File: config.mk
export PLATFORM = sky130hd
export DESIGN_NAME = accum_sequencer
export DESIGN_NICKNAME = d
export VERILOG_FILES = /design/src/rtl/accum_sequencer.sv
export SDC_FILE = /design/constraint.sdc
export NUM_CORES = 1
export LEC_CHECK = 0
export CORE_AREA = 2 2 88 107
export CTS_BUF_LIST = sky130_fd_sc_hd__clkbuf_4 sky130_fd_sc_hd__clkbuf_8 sky130_fd_sc_hd__clkbuf_16
export DETAILED_ROUTE_END_ITERATION = 7
export DIE_AREA = 0 0 90 109
export PLACE_DENSITY = 0.71
export SLEW_MARGIN = 20
export SYNTH_ARGS = -nofsm -noshare
export SYNTH_HDL_FRONTEND = slang
export SYNTH_SLANG_ARGS = --single-unit
File: constraint.sdc
create_clock -name clk -period 2.9 [get_ports clk]
set_input_delay 0.87 -clock clk [delete_from_list [all_inputs] [get_ports clk]]
set_output_delay 0.87 -clock clk [all_outputs]
set_load 0.005 [all_outputs]
File: src/rtl/accum_sequencer.sv
// accum_sequencer
// Run-level controller for the power-spectrum accumulation buffer.
// A host start arms a run of N laser-pulse frames. Each frame begins on a
// trigger and ends after BINS_PER_FRAME valid_in beats. After the last frame
// the buffer gets DRAIN_CYC more accumulate cycles so in-flight writes can
// land. It is then switched to readout until BINS_PER_FRAME valid_out beats
// have returned, and done pulses for one cycle.
//
// Ports
//   clk, rst        clock, asynchronous active-high reset
//   start           single-cycle run request (honoured only in IDLE)
//   abort           single-cycle run cancel (any state, beats start)
//   num_pulses      frames per run, latched on accepted start (0 -> 1)
//   trigger_start   laser-pulse trigger
//   valid_in        spectrum beat valid from the FFT front end
//   valid_out       readout beat valid from the buffer
//   buffer_en       1 = accumulate mode, 0 = readout mode (registered)
//   is_first_pls    first frame of the run is being written (registered)
//   busy            any state other than IDLE
//   done            one-cycle completion pulse
//   pulse_count     frames completed in the current/last run
//   err_sticky      [0] orphan beat, [1] trigger during frame
module accum_sequencer #(
  parameter int BINS_PER_FRAME = 8192,
  parameter int BIN_CNT_W      = 14,
  parameter int PULSE_CNT_W    = 16,
  parameter int DRAIN_CYC      = 6
) (
  input  logic                   clk,
  input  logic                   rst,
  input  logic                   start,
  input  logic                   abort,
  input  logic [PULSE_CNT_W-1:0] num_pulses,
  input  logic                   trigger_start,
  input  logic                   valid_in,
  input  logic                   valid_out,
  output logic                   buffer_en,
  output logic                   is_first_pls,
  output logic                   busy,
  output logic                   done,
  output logic [PULSE_CNT_W-1:0] pulse_count,
  output logic [1:0]             err_sticky
);

  localparam logic [BIN_CNT_W-1:0] LAST_BEAT = BIN_CNT_W'(BINS_PER_FRAME - 1);
  localparam int                   DRN_W     = (DRAIN_CYC > 1) ? $clog2(DRAIN_CYC) : 1;
  localparam logic [DRN_W-1:0]     LAST_DRN  = DRN_W'(DRAIN_CYC - 1);

  typedef enum logic [2:0] {
    S_IDLE,
    S_WAIT_TRIG,
    S_ACCUM,
    S_DRAIN,
    S_READOUT,
    S_DONE
  } state_t;

  state_t                 state;
  logic [PULSE_CNT_W-1:0] n_lat;      // pulses requested for this run
  logic [BIN_CNT_W-1:0]   beat_cnt;   // valid_in beats in the current frame
  logic [BIN_CNT_W-1:0]   rd_cnt;     // valid_out beats during readout
  logic [DRN_W-1:0]       drn_cnt;    // cycles spent in DRAIN
  logic [PULSE_CNT_W-1:0] pulse_inc;

  assign pulse_inc = pulse_count + PULSE_CNT_W'(1);

  // Outputs are assigned alongside the state they belong to, so they track
  // the state register without any combinational decode on the outputs.
  always_ff @(posedge clk or posedge rst) begin
    if (rst) begin
      state        <= S_IDLE;
      n_lat        <= PULSE_CNT_W'(1);
      beat_cnt     <= '0;
      rd_cnt       <= '0;
      drn_cnt      <= '0;
      buffer_en    <= 1'b0;
      is_first_pls <= 1'b0;
      busy         <= 1'b0;
      done         <= 1'b0;
      pulse_count  <= '0;
      err_sticky   <= '0;
    end else begin
      done <= 1'b0;

      if (abort && state != S_IDLE) begin
        // pulse_count and err_sticky are kept so the host can inspect the
        // partial run.
        state        <= S_IDLE;
        beat_cnt     <= '0;
        rd_cnt       <= '0;
        drn_cnt      <= '0;
        buffer_en    <= 1'b0;
        is_first_pls <= 1'b0;
        busy         <= 1'b0;
      end else begin
        case (state)
          S_IDLE: begin
            // abort in the same cycle cancels the request.
            if (start && !abort) begin
              state        <= S_WAIT_TRIG;
              n_lat        <= (num_pulses == '0) ? PULSE_CNT_W'(1) : num_pulses;
              pulse_count  <= '0;
              beat_cnt     <= '0;
              err_sticky   <= '0;
              buffer_en    <= 1'b1;
              is_first_pls <= 1'b1;
              busy         <= 1'b1;
            end
          end

          S_WAIT_TRIG: begin
            buffer_en    <= 1'b1;
            is_first_pls <= (pulse_count == '0);
            // A beat with no frame open is not counted, only flagged.
            if (valid_in)
              err_sticky[0] <= 1'b1;
            if (trigger_start)
              state <= S_ACCUM;
          end

          S_ACCUM: begin
            buffer_en <= 1'b1;
            // Flagged even when it coincides with the final beat; such a
            // trigger does not open the next frame.
            if (trigger_start)
              err_sticky[1] <= 1'b1;
            if (valid_in) begin
              if (beat_cnt == LAST_BEAT) begin
                beat_cnt     <= '0;
                is_first_pls <= 1'b0;
                if (pulse_count != n_lat)
                  pulse_count <= pulse_inc;
                if (pulse_inc == n_lat) begin
                  state   <= S_DRAIN;
                  drn_cnt <= '0;
                end else begin
                  state <= S_WAIT_TRIG;
                end
              end else begin
                beat_cnt <= beat_cnt + BIN_CNT_W'(1);
              end
            end
          end

          S_DRAIN: begin
            // buffer_en has been high since the entry edge; it drops on the
            // edge that ends the DRAIN_CYC-th DRAIN cycle.
            if (valid_in)
              err_sticky[0] <= 1'b1;
            if (drn_cnt == LAST_DRN) begin
              state     <= S_READOUT;
              drn_cnt   <= '0;
              rd_cnt    <= '0;
              buffer_en <= 1'b0;
            end else begin
              drn_cnt   <= drn_cnt + DRN_W'(1);
              buffer_en <= 1'b1;
            end
          end

          S_READOUT: begin
            buffer_en <= 1'b0;
            if (valid_out) begin
              if (rd_cnt == LAST_BEAT) begin
                state  <= S_DONE;
                rd_cnt <= '0;
                done   <= 1'b1;
              end else begin
                rd_cnt <= rd_cnt + BIN_CNT_W'(1);
              end
            end
          end

          S_DONE: begin
            state <= S_IDLE;
            busy  <= 1'b0;
          end

          default: begin
            state        <= S_IDLE;
            buffer_en    <= 1'b0;
            is_first_pls <= 1'b0;
            busy         <= 1'b0;
          end
        endcase
      end
    end
  end

endmodule

=== Word-level counts from Yosys, hierarchy flattened ===
Index checks and enable logic that the tools add are counted.
Widths: inputs -> output; s select.

* Register bits: 72
* Bits of input ports: 23
* Output and inout bits: 22
* Logic and storage cells: 122

* $add $sub $neg: 4
* Equal/unequal tests: 27
* Muxes and demuxes: 51
* Bitwise logic cells: 1
* Reductions and logical operators: 27

{| class="wikitable"
|+ Operator list
! operator !! count
|-
| $mux 14 || 8
|-
| $mux 16 || 5
|-
| $pmux 14 s2 || 2
|-
| $mux 3 || 13
|-
| $logic_not 16->1 || 2
|-
| $pmux 16 s2 || 1
|-
| $add 14x1->14 const B || 2
|-
| $eq 14x13->1 const B || 2
|-
| $ne 3x3->1 const B || 8
|-
| $add 16x1->16 const B || 1
|-
| $eq 16x16->1 || 1
|-
| $ne 16x16->1 || 1
|-
| $reduce_and 4->1 || 4
|-
| $pmux 3 s5 || 1
|-
| $mux 1 || 13
|-
| $ne 2x2->1 const B || 6
|-
| $reduce_bool 3->1 || 4
|-
| $eq 3x3->1 const B || 3
|-
| $reduce_and 3->1 || 3
|-
| $pmux 1 s4 || 2
|-
| $reduce_and 7->1 || 1
|-
| $eq 3x2->1 const B || 2
|-
| $ne 2x1->1 const B || 3
|-
| $pmux 1 s2 || 3
|-
| 14 further kinds || 19
|}

=== Depth between registers and ports, before layout ===
Gate-level depths: netlist of the first run.

* Word-level depth: 7
* Mapped depth: 10

=== Worst setup path before layout of the first run ===
OpenSTA, ideal clock, no wires.

* Path kind: input -> register
* Start point: input abort
* End point: register beat_cnt[13]
* Library setup time: 0.123 ns
* Arrival time: 2.538 ns
* Required time: 2.777 ns
* Slack: 0.239 ns
* Stages: 8
* Cells stage by stage: and2b_1 -> nor2b_1 -> nor2_1 -> and4_1 -> clkbuf_1 -> or3b_2 -> xor2_1 -> nor2_1

* Longest elaborated chain between the ends: 4

{| class="wikitable"
|+ RTL lines
! what !! line !! source
|-
| from (decl) || 32 || <nowiki>input logic abort,</nowiki>
|-
| $logic_not 1->1 || 99 || <nowiki>if (start && !abort) begin</nowiki>
|-
| $logic_and 1x1->1 || 99 ||
|-
| $ne 3x3->1 (no line) || n/a ||
|-
| $reduce_and 3->1 (no line) || n/a ||
|-
| to (signal assigned) || 140 || <nowiki>beat_cnt <= beat_cnt + BIN_CNT_W'(1);</nowiki>
|-
| to (decl) || 60 || <nowiki>logic [BIN_CNT_W-1:0] beat_cnt;</nowiki>
|}

Several ways; a longest one is shown, not always the timed one.
A chain may end at the register's enable or synchronous reset.

=== Worst setup path in the final report of the first run ===
* Start point: register state[0]
* End point: register drn_cnt[0]

* Longest elaborated chain between the ends: 4

{| class="wikitable"
|+ RTL lines
! what !! line !! source
|-
| from (decl) || 58 || <nowiki>state_t state;</nowiki>
|-
| from (signal assigned) || 71 || <nowiki>state <= S_IDLE;</nowiki>
|-
| from (signal assigned) || 88 || <nowiki>state <= S_IDLE;</nowiki>
|-
| from (signal assigned) || 100 || <nowiki>state <= S_WAIT_TRIG;</nowiki>
|-
| $reduce_bool 3->1 || 85 || <nowiki>if (abort && state != S_IDLE) begin</nowiki>
|-
| $logic_and 1x1->1 || 85 ||
|-
| $ne 3x3->1 (no line) / $reduce_bool 3->1 (equally long branches) || n/a ||
|-
| $reduce_and 4->1 (no line) || n/a ||
|-
| to (signal assigned) || 156 || <nowiki>drn_cnt <= drn_cnt + DRN_W'(1);</nowiki>
|-
| to (decl) || 62 || <nowiki>logic [DRN_W-1:0] drn_cnt;</nowiki>
|}

Several ways; a longest one is shown, not always the timed one.

==> results of run 1 <==
logic make-up after synthesis:
group | synth area share, %
xor gates and xnor gates | 9.56
buffers and inverters | 4.27
DFF | 41.9
AOI/OAI and AO/OA | 15.8
muxes | 0.987
and+or+nand+nor | 26.4
adders and majority gates | 1.16
final cells by class:
type	instances	area, sq um	area share (%)
multi-input combinational	383	2320	43.6
sequential	72	1800	33.9
timing repair buffer	86	793	14.9
clock buffer	11	151	2.84
tap	120	150	2.82
inverter	17	63.8	1.20
clock inverter	3	42.5	0.799
layer usage:
layer	global-route usage (%)	part of all wire [%]
met1	27.7	41
met2	40.4	50
met3	3.52	5.8
met4	13.6	3.3
met5	0	0
state kept, by name (all words and copies together), names as in the netlist:
| register | count |
|---|---|
| n_lat | 16 |
| pulse_count | 16 |
| beat_cnt | 14 |
| rd_cnt | 14 |
| drn_cnt | 3 |
| state | 3 |
| err_sticky | 2 |
| buffer_en | 1 |
| busy | 1 |
| done | 1 |
| is_first_pls | 1 |
cell usage in the layout (no fill, tap or decap), drive strengths merged, types with 4 or more instances in the layout:
master	synthesis	final
buf	8	42
ha	4	4
inv	17	17
o21ai	35	35
nand2b	7	7
dfrtp	71	71
a211oi	4	4
and4	5	5
nor4	13	13
nand2	76	76
and3	8	8
nor2b	4	4
nor2	54	54
a31oi	6	6
nand4	11	11
clkdlybuf4s50	0	44
xnor2	19	19
a22o	4	4
o31ai	5	5
a21oi	14	14
nor3	9	9
xor2	28	28
nand3	16	16
clkbuf	20	11
or3	6	6
worst register-to-register path, stage by stage, from the launching register on:
cell	delay, ns
dfrtp_1	0.37
or3b_2	0.54
a2111oi_0	0.46
o2111ai_1	0.23
nor4_1	0.38
o2111ai_1	0.27
a21oi_1	0.33
o21ai_0	0.14
how the worst min path moves through the flow:
| stage | endpoint | slack, ns | cells past startpoint |
|---|---|---|---|
| 2_1_floorplan | n_lat[15]$_DFFE_PP0P_ | 0.47 | 2 |
| 3_3_place_gp | rd_cnt[0]$_DFFE_PP0P_ | 0.48 | 1 |
| 3_5_place_dp | n_lat[4]$_DFFE_PP0P_ | 0.49 | 2 |
| 4_1_cts | n_lat[4]$_DFFE_PP0P_ | 0.50 | 2 |
| 5_1_grt | n_lat[4]$_DFFE_PP0P_ | 0.52 | 2 |
| 6_report | n_lat[4]$_DFFE_PP0P_ | 0.50 | 2 |
per-stage QoR:
| stage | utilization [%] | worst slack (ns) | cell area, sq um | instances |
|---|---|---|---|---|
| CTS | 60.2 | 0.117 | 5330 | 692 |
| global placement | 58.0 | -0.0773 | 5130 | 678 |
| global route | 60.2 | 0.0211 | 5330 | 692 |
| detailed placement | 58.0 | -0.107 | 5130 | 678 |
| finish | 60.2 | 0.0674 | 5330 | 692 |
| floorplan | - | 0.207 | 4310 | 500 |
Yosys cell counts, types with 11 or more instances:
cell,count,share of area [%]
dfrtp_1,71,41
nor2_1,54,4.7
nor4_1,12,1.7
inv_1,17,1.5
xnor2_1,19,3.9
nand2_1,75,6.5
clkbuf_1,20,1.7
o21ai_0,35,4.1
nand4_1,11,1.6
nand3_1,16,1.9
xor2_1,28,5.7
a21oi_1,14,1.6
where the power goes:
| part | internal, mW | total, mW | switching (mW) |
|---|---|---|---|
| clock network | 0.433 | 0.811 | 0.378 |
| logic | 0.595 | 1.33 | 0.731 |
| registers | 1.19 | 1.35 | 0.161 |
| total | 2.22 | 3.49 | 1.27 |
==> impl_metrics.env, run 1 <==
export IMPL_h_tree_depth=3
export IMPL_cp_common_cell="o2111ai_1"
export IMPL_syn2layout_area_growth_pct=23.6
export IMPL_first_pass_iters=5
export IMPL_cts_sinks=72
export IMPL_drive_above_1_share_pct=12.8
export IMPL_max_freq_ghz=0.353
export IMPL_synth_fp_nets=527
export IMPL_r2r_end="drn_cnt[0]$_DFFE_PP0P_"
export IMPL_yosysUniqueCellTypes=67
export IMPL_ys_flop_type="dfrtp_1"
export IMPL_nNetsFinal=596
export IMPL_rows=38
export IMPL_boundaryPins=45
export IMPL_worstHoldStart="n_lat[4]$_DFFE_PP0P_"
export IMPL_vias=3943
export IMPL_postSynthAreaPerCell_sq_um=8.62
export IMPL_finalCriticalPeriod_ns=2.83
export IMPL_power_mw=3.49
export IMPL_startpoint_type="register"
export IMPL_r2r_slack_ns=0.07
export IMPL_wire_per_inst_um=15.6
export IMPL_n_antenna_cell=0
export IMPL_yosysSeqAreaShare_pct=41.9
export IMPL_dieArea_sq_um=9810
export IMPL_clock_skew_ns=0.00812
export IMPL_ys_warn_count=0
export IMPL_whs_ns=0.497
export IMPL_critPathTopFamily="compound AO/OA/AOI/OAI gates"
export IMPL_hold_class="register to register"
export IMPL_postCtsSetupBuffers=0
export IMPL_die_w_um=90
export IMPL_ant_nets=0
export IMPL_drv_cap=0
export IMPL_start_util_pct=48.7
export IMPL_critPathCapture="drn_cnt[0]$_DFFE_PP0P_"
export IMPL_finalSetupViolCount=0
export IMPL_gp_congestion=0.909
export IMPL_num_fill_cells=791
export IMPL_cts_tree="done"
export IMPL_grt_first_pass_wirelength_um=18200
export IMPL_numCtsBuffers=9
export IMPL_drc=0
export IMPL_io_buffers=44
export IMPL_required_ns=3.14
export IMPL_critPathBufInv=0
export IMPL_dp_hpwl_um=8040
export IMPL_arrival_ns=3.07
export IMPL_cts_max_path_buffers=2
export IMPL_reg2reg_depth=7
export IMPL_critPathSlowestCell="or3b_2"
export IMPL_clk_pin_slew_worst_paths_ns=0.08
export IMPL_grt_setup_unrepaired="no"
export IMPL_setup_tns_ns=0
export IMPL_drt_first_iter_violations=238
export IMPL_power_density_nw_per_um2=655
export IMPL_core_area_sq_um=8840
export IMPL_async_flop_share_pct=100
export IMPL_fp_dieH_um=109
export IMPL_path_max_fanout=3
export IMPL_vias_per_cell=5.70
export IMPL_cts_repair_resized=0
export IMPL_cp_end_kind="register"
export IMPL_drt_wl_total_um=10800
export IMPL_vdd_drop_max_v=0.000391
export IMPL_postCtsHoldBufs=0
export IMPL_path_class="register to register"
export IMPL_ys_seq_elements=72
export IMPL_grt_pass1_vias=3906
export IMPL_root_buffer="clkbuf_8"
export IMPL_p_leak_nw=2.29
export IMPL_slowest_delay_ns=0.54
export IMPL_antenna_found_initial=0
export IMPL_hold_viol_final=0
export IMPL_track_usage_pct=23.3
export IMPL_finalCritPeriodShare_pct=97.7
export IMPL_r2r_start="state[0]$_DFFE_PP0P_"
export IMPL_critPathLaunch="state[0]$_DFFE_PP0P_"
export IMPL_slew_headroom_pct=66.6
export IMPL_grt_max_degree=42
export IMPL_crit_chain="or3b_2 -> a2111oi_0 -> o2111ai_1 -> nor4_1 -> o2111ai_1 -> a21oi_1 -> o21ai_0"
export IMPL_clk_latency_ns=0.36
export IMPL_cp_num_cells=7
export IMPL_worst_pin_slew_ns=0.488
export IMPL_outcome="finished, final reports clean"
export IMPL_slew_viol_final=0
export IMPL_synthCells=500
export IMPL_netlist_area_sq_um=4310
export IMPL_overflow=0
export IMPL_synth_edff_count=0
Note: power is estimated with default switching activity, not from simulation.
==> inputs of run 2 (changes only) <==
--- a/config.mk
+++ b/config.mk
@@ -5,11 +5,11 @@
 export SDC_FILE = /design/constraint.sdc
 export NUM_CORES = 1
 export LEC_CHECK = 0
-export CORE_AREA = 2 2 88 107
+export CORE_AREA = 2 2 84 102
 export CTS_BUF_LIST = sky130_fd_sc_hd__clkbuf_4 sky130_fd_sc_hd__clkbuf_8 sky130_fd_sc_hd__clkbuf_16
 export DETAILED_ROUTE_END_ITERATION = 7
-export DIE_AREA = 0 0 90 109
-export PLACE_DENSITY = 0.71
+export DIE_AREA = 0 0 86 104
+export PLACE_DENSITY = 0.75
 export SLEW_MARGIN = 20
 export SYNTH_ARGS = -nofsm -noshare
 export SYNTH_HDL_FRONTEND = slang
==> run 2 against run 1 <==
  * Die area down 8.8%
  * Clock skew up 0.0033 ns
  * Flip-flop and latch count unchanged
  * Clock power up 2%
  * Clock-buffer cell count unchanged
  * Critical endpoint is now pulse_count[1]$_DFFE_PP0P_
  * Highest routed layer unchanged
==> impl_metrics.env, run 2 (synthesized netlist as in run 1, its figures left out) <==
export IMPL_io_buffers=44
export IMPL_syn2layout_area_growth_pct=21.4
export IMPL_vias=3930
export IMPL_p_switching_mw=1.31
export IMPL_cts_tree="done"
export IMPL_max_freq_ghz=0.370
export IMPL_grt_pass1_vias=3887
export IMPL_finalCritPeriodShare_pct=93.2
export IMPL_power_frac_clock_pct=23.7
export IMPL_vdd_drop_max_v=0.000363
export IMPL_routed_wl_met3_um=510
export IMPL_finalSetupViolCount=0
export IMPL_final_common_cell="nand2_1"
export IMPL_drt_first_iter_violations=297
export IMPL_antenna_found_initial=0
export IMPL_n_antenna_cell=0
export IMPL_first_pass_iters=4
export IMPL_drt_wl_total_um=11000
export IMPL_gp_congestion=0.917
export IMPL_track_usage_pct=26.3
export IMPL_clk_latency_ns=0.36
export IMPL_clock_skew_ns=0.0114
export IMPL_reg2reg_depth=9
export IMPL_cp_end_kind="register"
export IMPL_startpoint_type="register"
export IMPL_h_tree_depth=3
export IMPL_die_w_um=86
export IMPL_core_area_sq_um=7970
export IMPL_worstHoldStart="n_lat[15]$_DFFE_PP0P_"
export IMPL_worst_pin_slew_ns=0.533
export IMPL_r2r_end="pulse_count[1]$_DFFE_PP0P_"
export IMPL_cts_max_path_buffers=2
export IMPL_r2r_start="pulse_count[4]$_DFFE_PP0P_"
export IMPL_numPlacedInstances=646
export IMPL_drive_above_1_share_pct=12.2
export IMPL_dieArea_sq_um=8940
export IMPL_hold_viol_final=0
export IMPL_slew_headroom_pct=64.3
export IMPL_largestRegisters="n_lat x16, pulse_count x16"
export IMPL_required_ns=3.17
export IMPL_path_max_fanout=8
export IMPL_wl_met2_um=5600
export IMPL_setup_tns_ns=0
export IMPL_power_switching_share_pct=37.6
export IMPL_r2r_slack_ns=0.20
export IMPL_dp_hpwl_um=8090
export IMPL_top_layer="met4"
export IMPL_arrival_ns=2.97
export IMPL_wire_per_inst_um=16.6
export IMPL_path_class="register to register"
export IMPL_power_density_nw_per_um2=667
export IMPL_boundaryPins=45
export IMPL_clk_pin_slew_worst_paths_ns=0.08
export IMPL_overflow=0
export IMPL_cts_sinks=72
export IMPL_slew_viol_final=0
export IMPL_p_leak_nw=2.25
export IMPL_drc=0
export IMPL_root_buffer="clkbuf_8"
export IMPL_final_cell_mix="75 x nand2_1, 71 x dfrtp_1, 54 x nor2_1, 44 x clkdlybuf4s50_1, 35 x o21ai_0"
export IMPL_combPwrFrac_pct=37.5
export IMPL_utilization_pct=65.6
export IMPL_nNetsFinal=589
export IMPL_critPathCapture="pulse_count[1]$_DFFE_PP0P_"
export IMPL_fp_dieH_um=104
export IMPL_outcome="finished, final reports clean"
export IMPL_ant_nets=0
export IMPL_drv_cap=0
export IMPL_vias_per_cell=5.94
export IMPL_rows=36
export IMPL_pwr_share_seq_pct=38.8
export IMPL_num_fill_cells=677
export IMPL_layout_cells_non_filler=662
export IMPL_grt_setup_unrepaired="no"
export IMPL_grt_max_degree=73
export IMPL_wl_met1_um=4570
export IMPL_numCtsBuffers=9
export IMPL_internal_power_mw=2.18
export IMPL_finalCriticalPeriod_ns=2.70
export IMPL_start_util_pct=54.0
export IMPL_critPathLaunch="pulse_count[4]$_DFFE_PP0P_"
export IMPL_grt_first_pass_wirelength_um=18800
export IMPL_hold_class="register to register"
## run 2: worst max-delay path, stage by stage, from the launching register on
cell and delay [ns]:
dfrtp_1 0.48, xor2_1 0.21, or4_1 0.57, nor4_4 0.46, a211oi_4 0.11, buf_4 0.19, nor2_1 0.29, buf_4 0.18
nand2_1 0.04, o21ai_0 0.08
## run 2: how the worst min path moves through the flow
stage | cells past startpoint | slack, ns | to
final | 2 | 0.50 | n_lat[15]$_DFFE_PP0P_
after global routing | 2 | 0.54 | n_lat[10]$_DFFE_PP0P_
after detailed placement | 2 | 0.49 | n_lat[10]$_DFFE_PP0P_
after global placement | 2 | 0.48 | n_lat[11]$_DFFE_PP0P_
after floorplan | 2 | 0.47 | n_lat[15]$_DFFE_PP0P_
after CTS | 2 | 0.51 | n_lat[4]$_DFFE_PP0P_
## run 2: repair_timing
item,in CTS,in global routing
endpoints found under the setup margin,0,3
setup buffers,0,0
hold buffers,0,0
gates resized for setup,0,2
## run 2: final cells by class
cell class              instances  area [sq um]  share of cell area, %
well taps                      95           119                   2.27
inverters                      17          63.8                   1.22
clock inverters                 5          56.3                   1.08
repair buffers                 79           716                   13.7
flip-flops and latches         72          1800                   34.5
multi-input cells             383          2330                   44.5
clock buffers                  11           145                   2.78
## run 2: power groups by stage
| stage | combinational, mW | sequential (mW) | clock, mW |
|---|---|---|---|
| after CTS | 1.30 | 1.35 | 0.840 |
| after floorplan | 0.891 | 1.33 | 0 |
| final | 1.31 | 1.35 | 0.829 |
| after global placement | 1.26 | 1.36 | 0 |
| after global routing | 1.47 | 1.38 | 0.884 |
| after detailed placement | 1.29 | 1.37 | 0 |
## run 2: per-stage QoR
step	hold slack, ns	instance area, sq um	setup WS [ns]	power (mW)
detailed placement	0.492	5020	-0.0926	2.67
finish	0.504	5230	0.196	3.49
global route	0.541	5230	0.0242	3.73
CTS	0.510	5220	0.201	3.49
floorplan	0.465	4310	0.207	2.22
global placement	0.482	5020	-0.0318	2.62
## run 2: layer usage
layer	vias up	track usage, %
met3	23	4.84
met5	-	0
li1	1895	-
met2	111	44.4
met4	0	10.1
met1	1901	33.1
